[config.mk]
export PLATFORM = sky130hd
export DESIGN_NAME = div_iter_param
export DESIGN_NICKNAME = d
export VERILOG_FILES = /design/src/rtl/div_iter_param.sv
export SDC_FILE = /design/constraint.sdc
export NUM_CORES = 1
export LEC_CHECK = 0
export CAP_MARGIN = 15
export CORE_MARGIN = 1.5
export CORE_UTILIZATION = 30
export DETAILED_ROUTE_END_ITERATION = 10
export DONT_BUFFER_PORTS = 1
export HOLD_SLACK_MARGIN = 0.05
export SYNTH_ARGS = -nofsm -noshare
export SYNTH_HDL_FRONTEND = slang
export SYNTH_SLANG_ARGS = --single-unit
[constraint.sdc]
create_clock -name clk -period 6.9 [get_ports clk]
set_clock_uncertainty 0.1 [all_clocks]
set_input_delay 1.38 -clock clk [delete_from_list [all_inputs] [get_ports clk]]
set_output_delay 1.38 -clock clk [all_outputs]
set_load 0.01 [all_outputs]
[src/rtl/div_iter_param.sv]
`timescale 1ns/1ps
`default_nettype none
// ============================================================================
// Module      : div_iter_param
// Description : Parametrised multicycle restoring divider for the EXE stage.
//               It retires STEPS quotient bits per RUN cycle and supports
//               signed and unsigned modes, cancel, and an explicit
//               divide-by-zero flag. It returns the quotient and remainder
//               separately. Operands are captured on the start edge.
//
//               Parameters:
//                 WIDTH  operand, quotient and remainder width (>= 4)
//                 STEPS  quotient bits per RUN cycle (1, 2 or 4);
//                        WIDTH must be a multiple of STEPS
//                 CNT_W  iteration counter width; 2**CNT_W > WIDTH/STEPS
//
//               Ports:
//                 clk          rising-edge clock
//                 reset        synchronous active-high reset
//                 en           request level, held until result consumed
//                 cancel       abort from a later stage (exception/flush)
//                 sign_flag    1 = signed (DIV), 0 = unsigned (DIVU)
//                 op1 / op2    dividend / divisor
//                 busy         high whenever not IDLE
//                 done         result valid, held until en falls
//                 div_by_zero  qualifies done: divisor was zero
//                 quot / rem   quotient / remainder
// Revision    : 1.0 - initial parametrised release
// ============================================================================
module div_iter_param #(
    parameter int WIDTH = 32,
    parameter int STEPS = 1,
    parameter int CNT_W = 6
) (
    input  logic             clk,
    input  logic             reset,
    input  logic             en,
    input  logic             cancel,
    input  logic             sign_flag,
    input  logic [WIDTH-1:0] op1,
    input  logic [WIDTH-1:0] op2,
    output logic             busy,
    output logic             done,
    output logic             div_by_zero,
    output logic [WIDTH-1:0] quot,
    output logic [WIDTH-1:0] rem
);

    // ------------------------------------------------------------------------
    // State encoding
    // ------------------------------------------------------------------------
    localparam logic [2:0] c_st_idle = 3'd0;
    localparam logic [2:0] c_st_zero = 3'd1;
    localparam logic [2:0] c_st_run  = 3'd2;
    localparam logic [2:0] c_st_fix  = 3'd3;
    localparam logic [2:0] c_st_done = 3'd4;

    // Counter value seen on the final RUN edge.
    localparam logic [CNT_W-1:0] c_last_cnt = CNT_W'(WIDTH / STEPS - 1);

    // ------------------------------------------------------------------------
    // Registers
    // ------------------------------------------------------------------------
    logic [2:0]       r_state;
    logic [CNT_W-1:0] r_count;
    logic [WIDTH-1:0] r_divisor;   // |op2|
    logic [WIDTH-1:0] r_prem;      // partial remainder
    // Dividend bits shift out of the top while quotient bits enter at the
    // bottom, so after the last iteration this holds the raw quotient.
    // In the ZERO path it carries the raw op1 instead.
    logic [WIDTH-1:0] r_qsh;
    logic             r_signed;
    logic             r_s1;
    logic             r_s2;
    logic [WIDTH-1:0] r_quot;
    logic [WIDTH-1:0] r_rem;
    logic             r_done;
    logic             r_dbz;

    // ------------------------------------------------------------------------
    // Combinational signals
    // ------------------------------------------------------------------------
    logic [2:0]       w_state_nxt;
    logic             w_start;
    logic             w_op2_zero;
    logic             w_neg1;
    logic             w_neg2;
    logic [WIDTH-1:0] w_mag1;
    logic [WIDTH-1:0] w_mag2;
    logic [WIDTH-1:0] w_prem_nxt;
    logic [WIDTH-1:0] w_qsh_nxt;
    logic [WIDTH:0]   w_shift;
    logic [WIDTH:0]   w_trial;
    logic [WIDTH-1:0] w_quot_fix;
    logic [WIDTH-1:0] w_rem_fix;

    assign w_start    = en && !cancel;
    assign w_op2_zero = (op2 == '0);

    // Magnitudes: negate only for a signed request with the MSB set.
    // The signed minimum maps to the unsigned value 2**(WIDTH-1), which is
    // exactly its magnitude, so MIN / -1 needs no special case.
    assign w_neg1 = sign_flag && op1[WIDTH-1];
    assign w_neg2 = sign_flag && op2[WIDTH-1];
    assign w_mag1 = w_neg1 ? (~op1 + 1'b1) : op1;
    assign w_mag2 = w_neg2 ? (~op2 + 1'b1) : op2;

    // STEPS chained restoring iterations, each on a WIDTH+1-bit trial
    // subtract. The partial remainder is always below the divisor, so the
    // shifted value fits in WIDTH+1 bits and a negative trial result
    // leaves a shifted value that fits back into WIDTH bits.
    always_comb begin
        w_prem_nxt = r_prem;
        w_qsh_nxt  = r_qsh;
        w_shift    = '0;
        w_trial    = '0;
        for (int i = 0; i < STEPS; i++) begin
            w_shift = {w_prem_nxt, w_qsh_nxt[WIDTH-1]};
            w_trial = w_shift - {1'b0, r_divisor};
            if (w_trial[WIDTH]) begin
                w_prem_nxt = w_shift[WIDTH-1:0];
                w_qsh_nxt  = {w_qsh_nxt[WIDTH-2:0], 1'b0};
            end else begin
                w_prem_nxt = w_trial[WIDTH-1:0];
                w_qsh_nxt  = {w_qsh_nxt[WIDTH-2:0], 1'b1};
            end
        end
    end

    // Sign correction uses the MSBs captured at start, never the live
    // operands. The remainder takes the sign of the dividend.
    assign w_quot_fix = (r_signed && (r_s1 ^ r_s2)) ? (~r_qsh + 1'b1) : r_qsh;
    assign w_rem_fix  = (r_signed && r_s1)          ? (~r_prem + 1'b1) : r_prem;

    // ------------------------------------------------------------------------
    // FSM: state register
    // ------------------------------------------------------------------------
    always_ff @(posedge clk) begin
        if (reset) begin
            r_state <= c_st_idle;
        end else begin
            r_state <= w_state_nxt;
        end
    end

    // ------------------------------------------------------------------------
    // FSM: next state
    // ------------------------------------------------------------------------
    always_comb begin
        w_state_nxt = r_state;
        case (r_state)
            c_st_idle: begin
                if (w_start) begin
                    w_state_nxt = w_op2_zero ? c_st_zero : c_st_run;
                end
            end
            c_st_zero: begin
                w_state_nxt = c_st_done;
            end
            c_st_run: begin
                if (cancel) begin
                    w_state_nxt = c_st_idle;
                end else if (r_count == c_last_cnt) begin
                    w_state_nxt = c_st_fix;
                end
            end
            c_st_fix: begin
                w_state_nxt = cancel ? c_st_idle : c_st_done;
            end
            c_st_done: begin
                // A falling en or a cancel releases the result; a new
                // request always passes through IDLE first.
                if (!en || cancel) begin
                    w_state_nxt = c_st_idle;
                end
            end
            default: begin
                w_state_nxt = c_st_idle;
            end
        endcase
    end

    // ------------------------------------------------------------------------
    // Datapath and result registers
    // ------------------------------------------------------------------------
    always_ff @(posedge clk) begin
        if (reset) begin
            r_count   <= '0;
            r_divisor <= '0;
            r_prem    <= '0;
            r_qsh     <= '0;
            r_signed  <= 1'b0;
            r_s1      <= 1'b0;
            r_s2      <= 1'b0;
            r_quot    <= '0;
            r_rem     <= '0;
            r_done    <= 1'b0;
            r_dbz     <= 1'b0;
        end else begin
            case (r_state)
                c_st_idle: begin
                    r_quot <= '0;
                    r_rem  <= '0;
                    r_done <= 1'b0;
                    r_dbz  <= 1'b0;
                    if (w_start) begin
                        r_signed  <= sign_flag;
                        r_s1      <= op1[WIDTH-1];
                        r_s2      <= op2[WIDTH-1];
                        r_count   <= '0;
                        r_prem    <= '0;
                        r_divisor <= w_mag2;
                        // The zero path reports the raw dividend as remainder.
                        r_qsh     <= w_op2_zero ? op1 : w_mag1;
                    end
                end
                c_st_zero: begin
                    r_quot <= '1;
                    r_rem  <= r_qsh;
                    r_dbz  <= 1'b1;
                    r_done <= 1'b1;
                end
                c_st_run: begin
                    if (!cancel) begin
                        r_prem  <= w_prem_nxt;
                        r_qsh   <= w_qsh_nxt;
                        r_count <= r_count + CNT_W'(1);
                    end
                end
                c_st_fix: begin
                    if (!cancel) begin
                        r_quot <= w_quot_fix;
                        r_rem  <= w_rem_fix;
                        r_dbz  <= 1'b0;
                        r_done <= 1'b1;
                    end
                end
                c_st_done: begin
                    if (!en || cancel) begin
                        r_quot <= '0;
                        r_rem  <= '0;
                        r_dbz  <= 1'b0;
                        r_done <= 1'b0;
                    end
                end
                default: begin
                    r_done <= 1'b0;
                end
            endcase
        end
    end

    // ------------------------------------------------------------------------
    // Outputs
    // ------------------------------------------------------------------------
    assign busy        = (r_state != c_st_idle);
    assign done        = r_done;
    assign div_by_zero = r_dbz;
    assign quot        = r_quot;
    assign rem         = r_rem;

endmodule
`default_nettype wire

# After elaboration in Yosys (flattened, before gate mapping)

Cells that the tools add are included.

Register bits: 174
Word-level logic and storage cells: 85

Multiplexer cells: 33
Bitwise gates (word level): 6
Add/subtract/negate cells: 6
Reduce and logical (&&, ||, !) cells: 18
Equality and inequality tests: 10

Operator list:

| operator                                                        | count |
|---|---|
| 32-bit two-way mux                                              | 13 |
| 32-bit case mux with 4 select lines                             | 2 |
| 32-bit by 1-bit adder with 32-bit output, second input constant | 4 |
| 32-bit inverter                                                 | 4 |
| 32-bit case mux with 2 select lines                             | 2 |
| 33-bit by 32-bit subtractor with 33-bit output                  | 1 |
| 32-bit zero test                                                | 1 |
| 3-bit two-way mux                                               | 5 |
| 3-bit case mux with 5 select lines                              | 1 |
| 6-bit two-way mux                                               | 2 |
| 6-bit case mux with 2 select lines                              | 1 |
| 3-bit AND reduction                                             | 4 |
| 2-bit inequality test, second input constant                    | 4 |
| 1-bit case mux with 4 select lines                              | 2 |
| 6-bit by 1-bit adder with 6-bit output, second input constant   | 1 |
| 3-bit by 2-bit == test with 1-bit output, second input constant | 2 |
| 6-bit by 5-bit == test with 1-bit output, second input constant | 1 |
| 1-bit logical AND                                               | 5 |
| 1-bit two-way mux                                               | 4 |
| 4-bit nonzero test                                              | 1 |
| 3-bit by 1-bit == test with 1-bit output, second input constant | 1 |
| 3-bit == test, second input constant                            | 1 |
| 3-bit zero test                                                 | 1 |
| 3-bit inequality test, second input constant                    | 1 |
| 8 further kinds                                                 | 9 |

# Logic depth before layout (Yosys ltp)

Gate-level depths: netlist of run 1.

Depth in word-level cells: 6
Gate-level depth with buffers: 14

# Worst setup path before layout of run 1

Ideal clock, no wire load.

Path type: input port to flip-flop
From: input port op2[0]
To: register r_qsh[24]
Stages: 10
Path buffers: 1
Required time: 6705 ps
Path slack: 3238 ps
Arrival: 3466 ps
Path through: inv_1 > ha_1 > nor4b_1 > nand4b_1 > nor4b_4 > a21oi_2 > clkbuf_1 > o41ai_1 > xor2_1 > a221oi_1

Longest elaborated chain between the ends: 4

Ends and longest elaborated chain:

| what                                | line | RTL |
|---|---|---|
| start, declared                     | 41   | `input logic [WIDTH-1:0] op2,` |
| 32-bit zero test                    | 98   | `assign w_op2_zero = (op2 == '0);` |
| 32-bit two-way mux                  | 214  | `r_qsh <= w_op2_zero ? op1 : w_mag1;` |
| 32-bit two-way mux                  | 206  | `if (w_start) begin` |
| 32-bit case mux with 2 select lines | 200  | `case (r_state)` |
| end signal, assigned                | 214  |  |
| end signal, assigned                | 226  | `r_qsh <= w_qsh_nxt;` |
| end, declared                       | 71   | `logic [WIDTH-1:0] r_qsh;` |

No other way between the ends. The select of a mux whose other input is x is not followed.
A chain may end at the register's enable or synchronous reset.

# Worst setup path in the final report of run 1

From: input port op2[0]
To: register r_qsh[9]

Same word-level chain as after synthesis.

==> metrics.cfg, run 1 <==
[run_status]
status = finished, final reports clean

[placement]
dp_hpwl_mm = 26.0
routabilityCongestion = 0.873
port-buffer-count = 0

[timing]
setup_viol = 0
drv_slew = 0
whs_ns = 0.352
min_period_ns = 4.11
fmax_mhz = 243
tightest_slew_ns = 1.17
finalCritPeriodShare_pct = 59.6
timing.setup.tns_ns = 0
finalHoldViolations = 0
timing.slew.headroom_pct = 22.1
rsz0062_at_grt = false

[worst_setup_path]
cp_cell_sequence = inv_1 -> ha_1 -> nor4b_1 -> nand4b_1 -> nor4b_4 -> a21oi_2 -> o41ai_1 -> xor2_1 -> a221oi_1
worst_ep_arrival_time_ns = 4.36
start_kind = input pin
critical_path_class = in2reg
cp_max_fo = 24
cp_slowest_cell = nor4b_4
critPathMaxStageDelay_ns = 0.64
worstSetupEndpointType = flip-flop
cp.required_ns = 7.15

[detailed_routing]
vias_per_cell = 5.55
final_antenna_net_count = 0
vias = 10300
routedWlPerCell_um = 19.2
drc = 0
drt_wl_total_mm = 35.5
first_pass_iters = 6
drtIter0Drc = 780

[yosys]
synthCells = 1431
async_flop_share_pct = 0
syn-cell-area_sq_um = 11100
ys_seq_area_share_pct = 31.3
synth_area_per_cell_sq_um = 7.78
ys_ff_latch = 174
synth_edf_count = 0
synth-main-ff-cell = dfxtp_1
synth_warnings = 0
syn_nets = 1538
synth_cell_types = 77

[die]
dieArea_sq_um = 38300
rows = 70
start_util_pct = 30.4
io_pins = 136
core_sq_um = 36600
dieHeight_um = 196
die_w_um = 196

[power_and_ir_drop]
powerDensity_nw_per_um2 = 211
ir_worst_vdd_uv = 122
p_leak_uw = 0.00428

[clock_tree]
cts_buffers = 17
clk_latency_ns = 0.45
htree_levels = 4
cts_tree = done
cts-root-buf = clkbuf_16
cts_hold_buf = 0
post-cts-setup-buffers = 0
cts_sinks = 174
clk_pin_slew_ns = 0.08
cts.path.max_buffers = 2
cts_resized = 0

[global_route]
grt_pass1_vias = 9835
antenna_found_initial = 0
track_usage_pct = 18.5
grt-ovfl-total = 0
grt_pass1_wl_mm = 55.6
grt_max_degree = 145

[final_layout]
area_delta_synth_final_pct = 8.26
diodes = 0
fin_util_pct = 32.9
final_nets = 1476
drive_above_1_share_pct = 5.57

[worst_hold_path]
hp-class = reg2reg

[job]
drv_cap = 0

registers in the layout (all words and copies together), names as in the netlist:
| register | count |
|---|---|
| div_by_zero | 1 |
| quot | 32 |
| r_count | 6 |
| rem | 32 |
| r_s2 | 1 |
| r_signed | 1 |
| r_divisor | 32 |
| r_state | 3 |
| r_prem | 32 |
| done | 1 |
| r_qsh | 32 |
| r_s1 | 1 |
cells in the final DEF, fill, tap and decap left out, types with 24 or more instances in the layout:
master,n
ha_1,37
xor2_1,74
nor3_1,28
dfxtp_1,174
xnor2_1,69
nand2_1,126
o21ai_0,68
a222oi_1,25
nor2_1,167
inv_1,59
mux2i_1,24
a211oi_1,34
a21oi_1,163
a221oi_1,28
o21ai_1,29
path summary, 6_finish.rpt:
check	startpoint	end	slack, ns	depth (start not counted)
hold / removal	r_divisor[31]	r_divisor[31]	0.35	2
setup reg to reg	r_qsh[31]	r_prem[31]	3.25	12
hold reg to reg	r_divisor[31]	r_divisor[31]	0.35	2
setup / recovery	op2[0]	r_qsh[9]	2.79	9
logic make-up after synthesis:
| group | share of synthesized area (%) |
|---|---|
| adder cells (fa/ha/maj) | 4.34 |
| AND/OR/NAND/NOR | 19.7 |
| buffers and inverters | 5.29 |
| multiplexers | 2.26 |
| XOR/XNOR | 11.2 |
| AO/OA/AOI/OAI | 25.9 |
| flip-flops | 31.3 |
metal layers:
metal / part of all wire [%] / wire [um] / global-route usage (%)
met1: 45 / 15900 / 23.6
met2: 45 / 16000 / 29.2
met3: 7.3 / 2610 / 5.37
met4: 2.8 / 996 / 7.21
met5: 0 / 0 / 0
critical path, delay by kind of cell:
kind	cells	cell delay, ns
simple gates	3	1.63
buf+inv	1	0.06
xor+xnor	1	0.13
compound gates	3	0.95
fa+ha+maj	1	0.18
synth_stat cells (all sizes together), types with 3 or more instances:
master   number  area, sq um
a41oi         3         26.3
dfxtp       174         3480
o21bai        5         37.5
o2111ai       3         26.3
a21oi       165          833
nor4         19          165
o211ai        7         52.6
a221oi       28          245
nor2        172          669
o31ai        17          128
a21boi        3         22.5
or2           3         18.8
and2         10         62.6
buf          20         93.8
o21a          7         52.6
xor2         74          648
a211oi       34          255
xnor2        69          604
inv          60          225
or3          18          118
o21ai        97          485
a31oi         8         50.1
nor2b         9         56.3
or4           9         78.8
mux2i        24          240
and3          4         25.0
nand4         7         43.8
a222oi       25          250
clkbuf       72          270
a21o         16          120
a311oi        8         70.1
nor3         30          166
nor3b         4         35.0
nand4b        3         26.3
o41ai         9         86.3
ha           37          463
nand2b       13         81.3
nand3        10         67.6
nand2       130          495
nand3b        3         26.3
a32oi         3         26.3
power by group:
part           switching (uW)  total, uW  internal, uW
clock                     477        994           517
combinational             267        442           175
sequential               60.9       1100          1040
total                     805       2540          1730
area by class of cell:
cell class	instances	area, sq um
Fill cell	3861	24600
Multi-Input combinational cell	1105	7080
Sequential cell	174	3480
Tap cell	468	586
Clock buffer	17	425
Inverter	60	225
Clock inverter	15	175
Timing Repair Buffer	11	82.6
per-stage QoR:
stage	std cells	setup WS, ns	cell area, sq um	power [uW]
5_1_grt	1850	2.43	12100	2660
4_1_cts	1850	2.79	12100	2560
6_report	1850	2.79	12100	2540
3_3_place_gp	1818	2.45	11500	1550
3_5_place_dp	1818	2.33	11500	1560
2_1_floorplan	1431	3.24	11100	1470
(Power assumes the default switching activity.)
==> run 2: changes to the inputs <==
==> constraint.sdc (replaced) <==
create_clock -name clk -period 4.05 [get_ports clk]
set_clock_uncertainty 0.1 [all_clocks]
set_input_delay 0.81 -clock clk [delete_from_list [all_inputs] [get_ports clk]]
set_output_delay 0.81 -clock clk [all_outputs]
set_load 0.01 [all_outputs]
==> run 2 against run 1 <==
Against the previous run:
- sequential share of layout area is 0.33 points lower
- via count hardly changed
- cell area rose by 1.2%
- cell count up 0.92%
- core utilization up 0.38 points
- total power grew 70%
- critical path depth grew 4
- first-iteration DRC count is 18% higher
- global-route usage decreased by 0.23 points
- hold slack got worse by 0.017 ns
- critical path type is now reg2reg
==> metrics.cfg, run 2 (synthesis gave the netlist of run 1 again) <==
[run_status]
status = finished, final reports clean

[final_layout]
final_nets = 1493
layout_commonest_cell = dfxtp_1
multiInputGateArea_sq_um = 7080
most-common-layout-cells = 174 x dfxtp_1, 167 x nor2_1, 163 x a21oi_1, 126 x nand2_1, 74 x xor2_1
area_delta_synth_final_pct = 9.51
drive_above_1_share_pct = 6.72
fill_cells = 3873
seq_area_sq_um = 3480
diodes = 0

[timing]
finalHoldViolations = 0
min_period_ns = 3.48
setup_viol = 0
drv_slew = 0
rsz0062_at_grt = false
fmax_mhz = 287
whs_ns = 0.336
timing.setup.tns_ns = 0
timing.slew.headroom_pct = 45.1
finalCritPeriodShare_pct = 85.9
tightest_slew_ns = 0.821

[die]
core_sq_um = 36600
dieArea_sq_um = 38300
start_util_pct = 30.4
rows = 70
io_pins = 136
dieHeight_um = 196
die_w_um = 196

[detailed_routing]
drc = 0
first_pass_iters = 6
vias_per_cell = 5.49
drt_wl_total_mm = 35.1
routedWlPerCell_um = 18.8
vias = 10300
drtIter0Drc = 923
final_antenna_net_count = 0

[global_route]
grt_pass1_wl_mm = 55.0
grt_pass1_vias = 9534
grt_max_degree = 145
track_usage_pct = 18.2
grt-ovfl-total = 0
antenna_found_initial = 0

[power_and_ir_drop]
p_seq_share_pct = 43.4
powerDensity_nw_per_um2 = 354
ir_worst_vdd_uv = 222
swShare_pct = 31.5
combPwrFrac_pct = 17.7
clock_power_share_pct = 38.9
p_switching_uw = 1360
p_leak_uw = 0.00437
intPower_uw = 2960

[worst_hold_path]
hp-class = in2reg

[worst_setup_path]
critical_path_class = reg2reg
worst_ep_arrival_time_ns = 3.69
cp.required_ns = 4.26
start_kind = flip-flop
critPathMaxStageDelay_ns = 0.41
worstSetupEndpointType = flip-flop
cp_cell_sequence = inv_1 -> ha_1 -> fa_1 -> nand2b_1 -> a21oi_1 -> o21a_1 -> nor3_2 -> nand4b_1 -> and3_1 -> nor2_8 -> buf_12 -> mux2i_1 -> o21ai_1
cp_max_fo = 17
cp_slowest_cell = fa_1

[clock_tree]
cts_resized = 0
post-cts-setup-buffers = 0
clk_latency_ns = 0.44
cts_hold_buf = 0
htree_levels = 4
cts-root-buf = clkbuf_16
cts.path.max_buffers = 2
cts_sinks = 174
cts_tree = done
cts_buffers = 17
clk_pin_slew_ns = 0.08

[placement]
dp_hpwl_mm = 26.3
port-buffer-count = 0
routabilityCongestion = 0.873

[job]
drv_cap = 0

run 2: cell count changes in the layout (fill, tap and decap cells not counted), sizes merged:
cell,previous run,this run
clkinv,6,5
clkinvlp,1,2
buf,11,28
run 2: final cells by class:
| cell class | count | share of cell area [%] |
|---|---|---|
| Multi-Input combinational cell | 1105 | 58.0 |
| Sequential cell | 174 | 28.6 |
| Tap cell | 468 | 4.80 |
| Clock buffer | 17 | 3.49 |
| Timing Repair Buffer | 28 | 1.86 |
| Inverter | 60 | 1.85 |
| Clock inverter | 15 | 1.40 |
run 2: worst max-delay path: cells and delay by family, from the launching register on:
family	cells	cell delay, ns
muxes	1	0.23
and+or+nand+nor	5	1.10
buffers and inverters	2	0.31
AOI/OAI and AO/OA	3	0.59
adders and majority gates	2	0.63
DFF	1	0.39
run 2: per-stage QoR:
step | power [uW] | area [sq um] | util, % | cells | setup WS, ns
2_1_floorplan | 2500 | 11100 | - | 1431 | 0.958
3_3_place_gp | 2660 | 11600 | 31.6 | 1834 | 0.628
3_5_place_dp | 2670 | 11600 | 31.6 | 1834 | 0.542
4_1_cts | 4340 | 12200 | 33.3 | 1866 | 0.600
5_1_grt | 4490 | 12200 | 33.3 | 1867 | 0.312
6_report | 4320 | 12200 | 33.3 | 1867 | 0.571
run 2: metal layers:
layer | vias to the layer above | GRT usage, % | share of wire [%]
met5 | - | 0 | 0
met4 | 0 | 5.66 | 2.0
met3 | 36 | 5.16 | 6.9
met2 | 268 | 29.1 | 45
met1 | 4895 | 23.8 | 46
li1 | 5059 | - | -
run 2: worst paths after layout:
kind	from	end	cells past startpoint	slack [ns]
hold / removal	reset	quot[27]	1	0.34
setup / recovery	r_qsh[31]	r_prem[21]	13	0.57
hold reg to reg	r_divisor[31]	r_divisor[31]	2	0.35
setup reg to reg	r_qsh[31]	r_prem[21]	13	0.57
run 2: power by group through the flow:
stage	Clock, uW	Combinational (uW)	Sequential [uW]
after floorplan	0	639	1860
after global placement	0	748	1910
after detailed placement	0	754	1910
after CTS	1710	758	1870
after global routing	1760	851	1880
final	1680	764	1870
==> run 3: changes to the inputs <==
--- a/config.mk
+++ b/config.mk
@@ -11,6 +11,8 @@
 export DETAILED_ROUTE_END_ITERATION = 10
 export DONT_BUFFER_PORTS = 1
 export HOLD_SLACK_MARGIN = 0.05
+export REMOVE_ABC_BUFFERS = 1
+export SLEW_MARGIN = 10
 export SYNTH_ARGS = -nofsm -noshare
 export SYNTH_HDL_FRONTEND = slang
 export SYNTH_SLANG_ARGS = --single-unit
==> run 3 against run 2 <==
Against the previous run:
- critical path depth is 4 lower
- highest routed layer unchanged
- cell area fell by 0.49%
- die area did not move
- maximum frequency is 1.2% higher
- sequential share of layout area is 0.15 points higher
- register-to-register slack improved by 0.04 ns
- wire length down 1.4%
==> metrics.cfg, run 3 (synthesis gave the netlist of run 1 again) <==
[worst_setup_path]
critical_path_class = reg2reg
critPathMaxStageDelay_ns = 0.55
start_kind = flip-flop
cp_max_fo = 9
cp_cell_sequence = ha_1 -> a21oi_1 -> o221ai_1 -> and2_1 -> a311oi_1 -> and3_1 -> or2_1 -> o21ai_1 -> a22o_1
cp.required_ns = 4.29
worst_ep_arrival_time_ns = 3.68
worstSetupEndpointType = flip-flop
path_delay_family = compound AO/OA/AOI/OAI gates
cp_slowest_cell = dfxtp_1
critical_path_buf_inv_count = 0

[final_layout]
layout_commonest_cell = dfxtp_1
most-common-layout-cells = 173 x dfxtp_1, 167 x nor2_1, 163 x a21oi_1, 126 x nand2_1, 74 x xor2_1
diodes = 0
area_delta_synth_final_pct = 8.97
multiInputGateArea_sq_um = 7080
final_nets = 1485
seq_area_sq_um = 3480
fill_cells = 3866
drive_above_1_share_pct = 6.25

[die]
die_w_um = 196
core_sq_um = 36600
dieArea_sq_um = 38300
rows = 70
io_pins = 136
start_util_pct = 30.4
dieHeight_um = 196

[clock_tree]
clk_pin_slew_ns = 0.07
htree_levels = 4
clk_latency_ns = 0.45
cts_tree = done
cts-root-buf = clkbuf_16
cts_resized = 0
post-cts-setup-buffers = 0
cts.path.max_buffers = 2
cts_sinks = 174
cts_hold_buf = 0
cts_buffers = 17

[detailed_routing]
vias = 10100
vias_per_cell = 5.44
routedWlPerCell_um = 18.6
drt_wl_total_mm = 34.6
drc = 0
first_pass_iters = 6
final_antenna_net_count = 0
drtIter0Drc = 916

[power_and_ir_drop]
finalPower_uw = 4300
swShare_pct = 32.3
powerDensity_nw_per_um2 = 355
p_leak_uw = 0.00433
ir_worst_vdd_uv = 271
clock_power_share_pct = 38.8
p_switching_uw = 1390
intPower_uw = 2910
p_seq_share_pct = 43.5
combPwrFrac_pct = 17.7

[timing]
fmax_mhz = 291
finalCritPeriodShare_pct = 84.9
timing.setup.tns_ns = 0
tightest_slew_ns = 1.10
drv_slew = 0
min_period_ns = 3.44
timing.slew.headroom_pct = 26.4
setup_viol = 0
finalHoldViolations = 0
rsz0062_at_grt = false

[global_route]
grt_max_degree = 145
met1_usage_pct = 25.2
grt-ovfl-total = 0
track_usage_pct = 18.1
grt_pass1_wl_mm = 54.4
met2_usage_pct = 28.5
use_met3_pct = 3.59
antenna_found_initial = 0
grt_pass1_vias = 9389
grt_busiest_layer = met2

[placement]
routabilityCongestion = 0.844
dp_hpwl_mm = 25.5
port-buffer-count = 0

[run_status]
status = finished, final reports clean

[job]
drv_cap = 0

[worst_hold_path]
hp-class = reg2reg

[run 3: cell count changes in the layout (fill, tap and decap cells not counted), sizes merged]
| cell | previous run | this run |
|---|---|---|
| buf | 28 | 20 |
| bufinv | 1 | 0 |
| clkinvlp | 2 | 0 |
| inv | 67 | 70 |
[run 3: path summary, 6_finish.rpt]
check	startpoint	end	slack (ns)	depth (start not counted)
setup / recovery	r_prem[18]	r_prem[0]	0.61	9
hold / removal	r_divisor[25]	r_divisor[25]	0.36	2
setup reg to reg	r_prem[18]	r_prem[0]	0.61	9
hold reg to reg	r_divisor[25]	r_divisor[25]	0.36	2
[run 3: layer usage]
metal / vias up / wire length (um)
met5: - / 0
met3: 16 / 2350
met2: 279 / 15600
met1: 4776 / 16300
met4: 0 / 331
li1: 5043 / -
[run 3: final cells by class]
cell class / instances / area share (%)
clock inverter: 15 / 1.36
sequential: 174 / 28.7
inverter: 60 / 1.86
clock buffer: 17 / 3.51
multi-input combinational: 1105 / 58.3
tap: 468 / 4.83
timing repair buffer: 20 / 1.40
[run 3: stage by stage]
stage / util (%) / setup slack (ns) / hold slack [ns] / instances / area (sq um)
2_1_floorplan: - / -2.31 / 0.326 / 1339 / 10800
3_3_place_gp: 31.5 / 0.594 / 0.341 / 1826 / 11500
3_5_place_dp: 31.5 / 0.507 / 0.346 / 1826 / 11500
4_1_cts: 33.1 / 0.618 / 0.342 / 1858 / 12100
5_1_grt: 33.1 / 0.375 / 0.339 / 1859 / 12100
6_report: 33.1 / 0.612 / 0.357 / 1859 / 12100
[run 3: power by group through the flow]
stage | logic, uW | registers [uW] | clock network, uW
2_1_floorplan | 578 | 1880 | 0
3_3_place_gp | 747 | 1910 | 0
3_5_place_dp | 753 | 1910 | 0
4_1_cts | 759 | 1870 | 1700
5_1_grt | 847 | 1880 | 1770
6_report | 761 | 1870 | 1670
[run 3: worst min-delay path: cells and delay by family (launching register included)]
family | cells | cell delay [ns]
DFF | 1 | 0.31
and+or+nand+nor | 1 | 0.05
AOI/OAI and AO/OA | 1 | 0.05
